File: config.mk
export PLATFORM = sky130hd
export DESIGN_NAME = tx_token_arbiter
export DESIGN_NICKNAME = d
export VERILOG_FILES = /design/src/rtl/tx_arb_pkg.sv /design/src/rtl/tx_token_arbiter_rr_pick.sv /design/src/rtl/tx_token_arbiter.sv
export SDC_FILE = /design/constraint.sdc
export NUM_CORES = 1
export LEC_CHECK = 0
export BUFFER_PORTS_ARGS = -buffer_cell sky130_fd_sc_hd__buf_2
export CAP_MARGIN = 40
export CORE_AREA = 4 4 110 112
export CTS_CLUSTER_DIAMETER = 80
export DETAILED_ROUTE_END_ITERATION = 12
export DIE_AREA = 0 0 114 116
export PLACE_DENSITY_LB_ADDON = 0.3
export SLEW_MARGIN = 40
export SYNTH_ARGS = -nofsm -noshare
export SYNTH_HDL_FRONTEND = slang
export SYNTH_HIERARCHICAL = 1
export SYNTH_SLANG_ARGS = --single-unit
File: constraint.sdc
create_clock -name Clk_S -period 2.1 [get_ports Clk_S]
set_input_delay 0.21 -clock Clk_S [delete_from_list [all_inputs] [get_ports Clk_S]]
set_output_delay 0.21 -clock Clk_S [all_outputs]
set_load 0.005 [all_outputs]
File: src/rtl/tx_arb_pkg.sv
// Shared definitions for the rotating-token transmitter arbiter:
// default flit width, requester limit and the FSM state encoding.
package tx_arb_pkg;

  localparam int FLIT_W    = 55;
  localparam int N_REQ_MAX = 8;

  typedef enum logic [1:0] {
    IDLE      = 2'd0,
    SEND      = 2'd1,
    WAIT_DONE = 2'd2
  } arb_state_e;

endpackage

File: src/rtl/tx_token_arbiter_rr_pick.sv
// Rotating-priority encoder: returns the first asserted request found
// when searching token, token+1, ... modulo N_REQ.
module rr_pick
  import tx_arb_pkg::*;
#(
  parameter int N_REQ = 4,
  parameter int TOKW  = $clog2(N_REQ)
) (
  input  logic [N_REQ-1:0] req,
  input  logic [TOKW-1:0]  token,
  output logic [TOKW-1:0]  grant,
  output logic             any
);

  logic [TOKW:0] idx_s;

  // Priority search; the index wraps by explicit compare so non-power-of-two N_REQ works.
  always_comb begin
    grant = {TOKW{1'b0}};
    any   = 1'b0;
    idx_s = {(TOKW+1){1'b0}};
    for (int k = 0; k < N_REQ; k++) begin
      idx_s = {1'b0, token} + (TOKW+1)'(k);
      if (idx_s >= (TOKW+1)'(N_REQ)) begin
        idx_s = idx_s - (TOKW+1)'(N_REQ);
      end else begin
        idx_s = idx_s;
      end
      if (!any && req[idx_s[TOKW-1:0]]) begin
        grant = idx_s[TOKW-1:0];
        any   = 1'b1;
      end else begin
        grant = grant;
        any   = any;
      end
    end
  end

endmodule

File: src/rtl/tx_token_arbiter.sv
// Rotating-token arbiter sharing one serial transmitter between N_REQ requesters;
// a new grant is issued only after the previous serial frame has completed.
module tx_token_arbiter #(
  parameter int N_REQ       = 4,
  parameter int FLIT_W      = tx_arb_pkg::FLIT_W,
  parameter int ACC_TIMEOUT = 15
) (
  input  logic                      Clk_S,
  input  logic                      Rst,
  input  logic [N_REQ-1:0]          Req_Valid,
  input  logic [N_REQ*FLIT_W-1:0]   Req_Data,
  output logic [N_REQ-1:0]          Req_Ack,
  output logic [FLIT_W-1:0]         TX_Data,
  output logic                      TX_Data_Valid,
  input  logic                      TX_Ready,
  output logic [$clog2(N_REQ)-1:0]  Token,
  output logic                      Busy,
  output logic                      Abort
);

  import tx_arb_pkg::*;

  localparam int TOKW  = $clog2(N_REQ);
  localparam int CNT_W = $clog2(ACC_TIMEOUT + 1);

  arb_state_e        state_r, state_nxt_s;
  logic [CNT_W-1:0]  cnt_r, cnt_nxt_s;
  logic [TOKW-1:0]   token_r, token_nxt_s, grant_s;
  logic              any_s, timeout_s;
  logic [N_REQ-1:0]  ack_r, ack_nxt_s;
  logic [FLIT_W-1:0] data_r, data_nxt_s;
  logic              valid_r, valid_nxt_s;
  logic              busy_r, abort_r, abort_nxt_s;
  logic [FLIT_W-1:0] flit_s [N_REQ];

  for (genvar i = 0; i < N_REQ; i++) begin : g_flit
    assign flit_s[i] = Req_Data[i*FLIT_W +: FLIT_W];
  end

  rr_pick #(.N_REQ(N_REQ), .TOKW(TOKW)) u_pick (
    .req   (Req_Valid),
    .token (token_r),
    .grant (grant_s),
    .any   (any_s)
  );

  // Counter was cleared on SEND entry, so this edge is the ACC_TIMEOUT-th one in SEND.
  assign timeout_s = (cnt_r == CNT_W'(ACC_TIMEOUT - 1));

  // State register.
  always_ff @(posedge Clk_S) begin
    if (Rst) begin
      state_r <= IDLE;
    end else begin
      state_r <= state_nxt_s;
    end
  end

  // Next-state logic.
  always_comb begin
    state_nxt_s = state_r;
    case (state_r)
      IDLE: begin
        if (any_s) state_nxt_s = SEND;
        else       state_nxt_s = IDLE;
      end
      SEND: begin
        if (!TX_Ready)      state_nxt_s = WAIT_DONE;
        else if (timeout_s) state_nxt_s = IDLE;
        else                state_nxt_s = SEND;
      end
      WAIT_DONE: begin
        if (TX_Ready) state_nxt_s = IDLE;
        else          state_nxt_s = WAIT_DONE;
      end
      default: state_nxt_s = IDLE;
    endcase
  end

  // Next values of the registered outputs, capture register and timeout counter.
  always_comb begin
    token_nxt_s = token_r;
    ack_nxt_s   = {N_REQ{1'b0}};
    data_nxt_s  = data_r;
    valid_nxt_s = valid_r;
    abort_nxt_s = 1'b0;
    cnt_nxt_s   = cnt_r;
    case (state_r)
      IDLE: begin
        if (any_s) begin
          data_nxt_s         = flit_s[grant_s];
          ack_nxt_s[grant_s] = 1'b1;
          valid_nxt_s        = 1'b1;
          cnt_nxt_s          = {CNT_W{1'b0}};
          if (grant_s == TOKW'(N_REQ - 1)) token_nxt_s = {TOKW{1'b0}};
          else                             token_nxt_s = grant_s + TOKW'(1);
        end else begin
          data_nxt_s = data_r;
        end
      end
      SEND: begin
        if (!TX_Ready) begin
          valid_nxt_s = 1'b0;
        end else if (timeout_s) begin
          valid_nxt_s = 1'b0;
          abort_nxt_s = 1'b1;
        end else begin
          cnt_nxt_s = cnt_r + CNT_W'(1);
        end
      end
      WAIT_DONE: begin
        valid_nxt_s = 1'b0;
      end
      default: begin
        valid_nxt_s = 1'b0;
      end
    endcase
  end

  // Output and datapath registers.
  always_ff @(posedge Clk_S) begin
    if (Rst) begin
      token_r <= {TOKW{1'b0}};
      ack_r   <= {N_REQ{1'b0}};
      data_r  <= {FLIT_W{1'b0}};
      valid_r <= 1'b0;
      busy_r  <= 1'b0;
      abort_r <= 1'b0;
      cnt_r   <= {CNT_W{1'b0}};
    end else begin
      token_r <= token_nxt_s;
      ack_r   <= ack_nxt_s;
      data_r  <= data_nxt_s;
      valid_r <= valid_nxt_s;
      busy_r  <= (state_nxt_s != IDLE);
      abort_r <= abort_nxt_s;
      cnt_r   <= cnt_nxt_s;
    end
  end

  assign Token         = token_r;
  assign Req_Ack       = ack_r;
  assign TX_Data       = data_r;
  assign TX_Data_Valid = valid_r;
  assign Busy          = busy_r;
  assign Abort         = abort_r;

endmodule

==> flow_summary.ini <==
[layout]
final_cell_mix = buf_2, dfxtp_1, mux4_2, a22o_1, clkbuf_16
layout_commonest_cell = buf_2
syn_to_final_growth_pct = 55.3
layoutNonFillerInstCount = 710
drive_above_1_share_pct = 67.5
diodes = 0
final_cell_area_mm2 = 0.00576
final_net_count = 797

[worst_setup_path]
ff2ff_path_depth = 7
slowest_stage = mux4_2
critical-path-top-delay-family = compound AO/OA/AOI/OAI gates
cp.arrival_ns = 2.28
critPathKind = flip-flop to flip-flop
slowest_delay_ns = 0.50
rrSetupSlack_ns = 0.03
r2r_end = TX_Data[5]$_SDFFE_PP0N_
crit_path_start_kind = flip-flop
cp_cell_sequence = inv_2 > a221o_1 > a21oi_4 > buf_8 > buf_12 > mux4_2 > a22o_1
critPathBufInv = 3
cp_max_fo = 7
reg2reg_from = Token[0]$_SDFFE_PP0N_
cp.required_ns = 2.31
end_kind = flip-flop

[pwr]
seqPwrFrac_pct = 34.3
clockPowerShare_pct = 27.4
switching_share_pct = 28.9
power_switching_mw = 1.42
fin_total_pwr_mw = 4.92
ir_drop_mv = 0.352
p_leak_nw = 2.81
powerDensity_mw_per_mm2 = 855
p_int_mw = 3.50
pwr-share-comb_pct = 38.3

[grt]
grt_usage_pct = 17.4
overflow = 0
antenna_found_initial = 0
grt_max_degree = 34
grt_pass1_wl_um = 18100
grt_pass1_vias = 3759

[logic_synthesis]
synthMuxAreaShare_pct = 33.7
synth_nets = 502
ys_types = 37
ys_warn_count = 6
netlist_area_mm2 = 0.00371
synth_fa_ha_area_share_pct = 2.02
yosys.area_share.simple_pct = 4.76
synthCells = 269
synth-seq-cells = 70
synth-xor-area-share_pct = 0.472
synth_top_family_by_area = multiplexers
synth_compound_area_share_pct = 16.0
ys_seq_area_share_pct = 37.8
syn_avg_cell_area_um2 = 13.8

[place]
placed_cells = 688
hpwl_um = 10100
io_buffers = 290
place_area_mm2 = 0.00535
gp_congestion = 0.803

[floorplanning]
core-area_mm2 = 0.0112
fp.dieW_um = 114
die-area_mm2 = 0.0132
core.rowCount = 39
io_pins = 291
die_y_um = 116
start_util_pct = 33.0

[clock_tree]
cts_tree = yes
cts_hold_buf = 0
clock_sinks = 70
clock_path_buffers = 2
root_buffer = clkbuf_16
cts.reportedPaths.clkPinSlew_ns = 0.05
cts_made_buffers = 9
h-tree-depth = 3
clk_latency_ns = 0.32

[routing]
vias = 3717
ant_nets = 0
first_pass_iters = 4
drc = 0
drt_iter0_markers = 165
routedWlPerCell_um = 18.7
wirelength_um = 13300
detail_route.vias_per_cell = 5.24

[sta]
setup-violations-final = 0
fin_skew_ns = 0.00578
slew_headroom_pct = 54.8
min_period_over_period_pct = 98.7
fin_crit_ns = 2.07
rsz0062_at_grt = true
final_max_slew_viol_count = 0
max_freq_mhz = 483
worst_slew_pin_slew_ns = 0.677
hold_violations = 0

[min_path]
holdPathEnd = state_r[1]$_SDFF_PP0_
hold_depth = 2
min_from = TX_Ready
hp-class = primary input to flip-flop

[run_status]
outcome = complete, no violations

[job]
maxCapViolCount = 0
## synthesized netlist by cell type
library cell  count  share of area [%]
dfxtp_1          70                 38
a22o_1           55                 13
mux4_2           55                 33
clkbuf_1         10                1.0
inv_1             9               0.91
a21oi_1           6               0.81
and3_1            6                1.0
buf_6             6                1.8
ha_1              6                2.0
buf_2             5               0.67
nand2_1           5               0.51
buf_4             3               0.61
nand3_1           3               0.40
nand2b_1          2               0.34
nand3b_1          2               0.40
o21ai_1           2               0.27
o22ai_1           2               0.34
or3_1             2               0.34
xnor2_1           2               0.47
a211o_1           1               0.24
a221o_1           1               0.27
buf_1             1               0.10
inv_2             1               0.10
mux2i_1           1               0.27
nor2_1            1               0.10
nor2_2            1               0.17
nor2_4            1               0.30
nor3_1            1               0.13
nor3b_1           1               0.20
nor3b_2           1               0.34
o2111ai_1         1               0.24
o211a_1           1               0.27
o21ai_0           1               0.13
o221ai_1          1               0.24
o32ai_1           1               0.24
or3b_1            1               0.24
or4b_1            1               0.27
## power by group through the flow
stage / Sequential, mW / Combinational (mW) / Clock, mW
after detailed placement: 1.71 / 1.75 / 0
after CTS: 1.69 / 1.76 / 1.39
final: 1.69 / 1.89 / 1.35
after floorplan: 1.73 / 1.06 / 0
after global routing: 1.72 / 2.04 / 1.43
after global placement: 1.71 / 1.71 / 0
## timing repair
action                     CTS  global route
gates resized for setup      1             3
hold endpoints to repair     0             0
pin swaps                    1             1
setup buffers                0             3
cloned                       0             5
setup endpoints to repair   31            33
## flip-flops by register name, summed over array words and instances, names as in the netlist
register / cells
Abort: 1
state_r: 2
TX_Data: 55
Busy: 1
Token: 2
cnt_r: 4
TX_Data_Valid: 1
Req_Ack: 4
## layout make-up
class	count	area, um2
Clock inverter	2	10.0
Sequential cell	70	1400
Timing Repair Buffer	309	1740
Tap cell	143	179
Fill cell	1010	5470
Clock buffer	12	246
Multi-Input combinational cell	164	2140
Inverter	10	37.5
## worst max path at each step
| stage | end | startpoint | cells after the start |
|---|---|---|---|
| after floorplan | TX_Data[32]$_SDFFE_PP0N_ | Token[0]$_SDFFE_PP0N_ | 7 |
| after global placement | TX_Data[33]$_SDFFE_PP0N_ | Req_Valid[1] | 7 |
| after detailed placement | TX_Data[10]$_SDFFE_PP0N_ | Req_Valid[1] | 7 |
| after CTS | TX_Data[10]$_SDFFE_PP0N_ | Token[0]$_SDFFE_PP0N_ | 6 |
| after global routing | TX_Data[5]$_SDFFE_PP0N_ | Token[0]$_SDFFE_PP0N_ | 7 |
| final | TX_Data[5]$_SDFFE_PP0N_ | Token[0]$_SDFFE_PP0N_ | 7 |
## kinds of logic after synthesis
kind of cell	Yosys count
compound gates	72
xor+xnor	2
fa+ha+maj	6
buf+inv	35
flops	70
mux	56
simple gates	28
## routing by layer
| layer | GRT usage (%) | part of all wire [%] | vias to the layer above |
|---|---|---|---|
| met3 | 4.02 | 8.7 | 19 |
| met2 | 31.9 | 53 | 179 |
| met1 | 19.6 | 36 | 1816 |
| met4 | 6.65 | 1.7 | 0 |
| li1 | - | - | 1703 |
| met5 | 0 | 0 | - |
## through the flow
stage          util, %  hold slack [ns]  setup TNS (ns)  worst slack, ns
6_report          51.3            0.101               0           0.0279
3_3_place_gp      47.7            0.432               0           0.0144
2_1_floorplan        -            0.299          -0.325          -0.0157
5_1_grt           51.3            0.106          -0.193          -0.0343
3_5_place_dp      47.7            0.434          -0.268          -0.0223
4_1_cts           50.0           0.0902               0           0.0196
(Power assumes the default switching activity.)
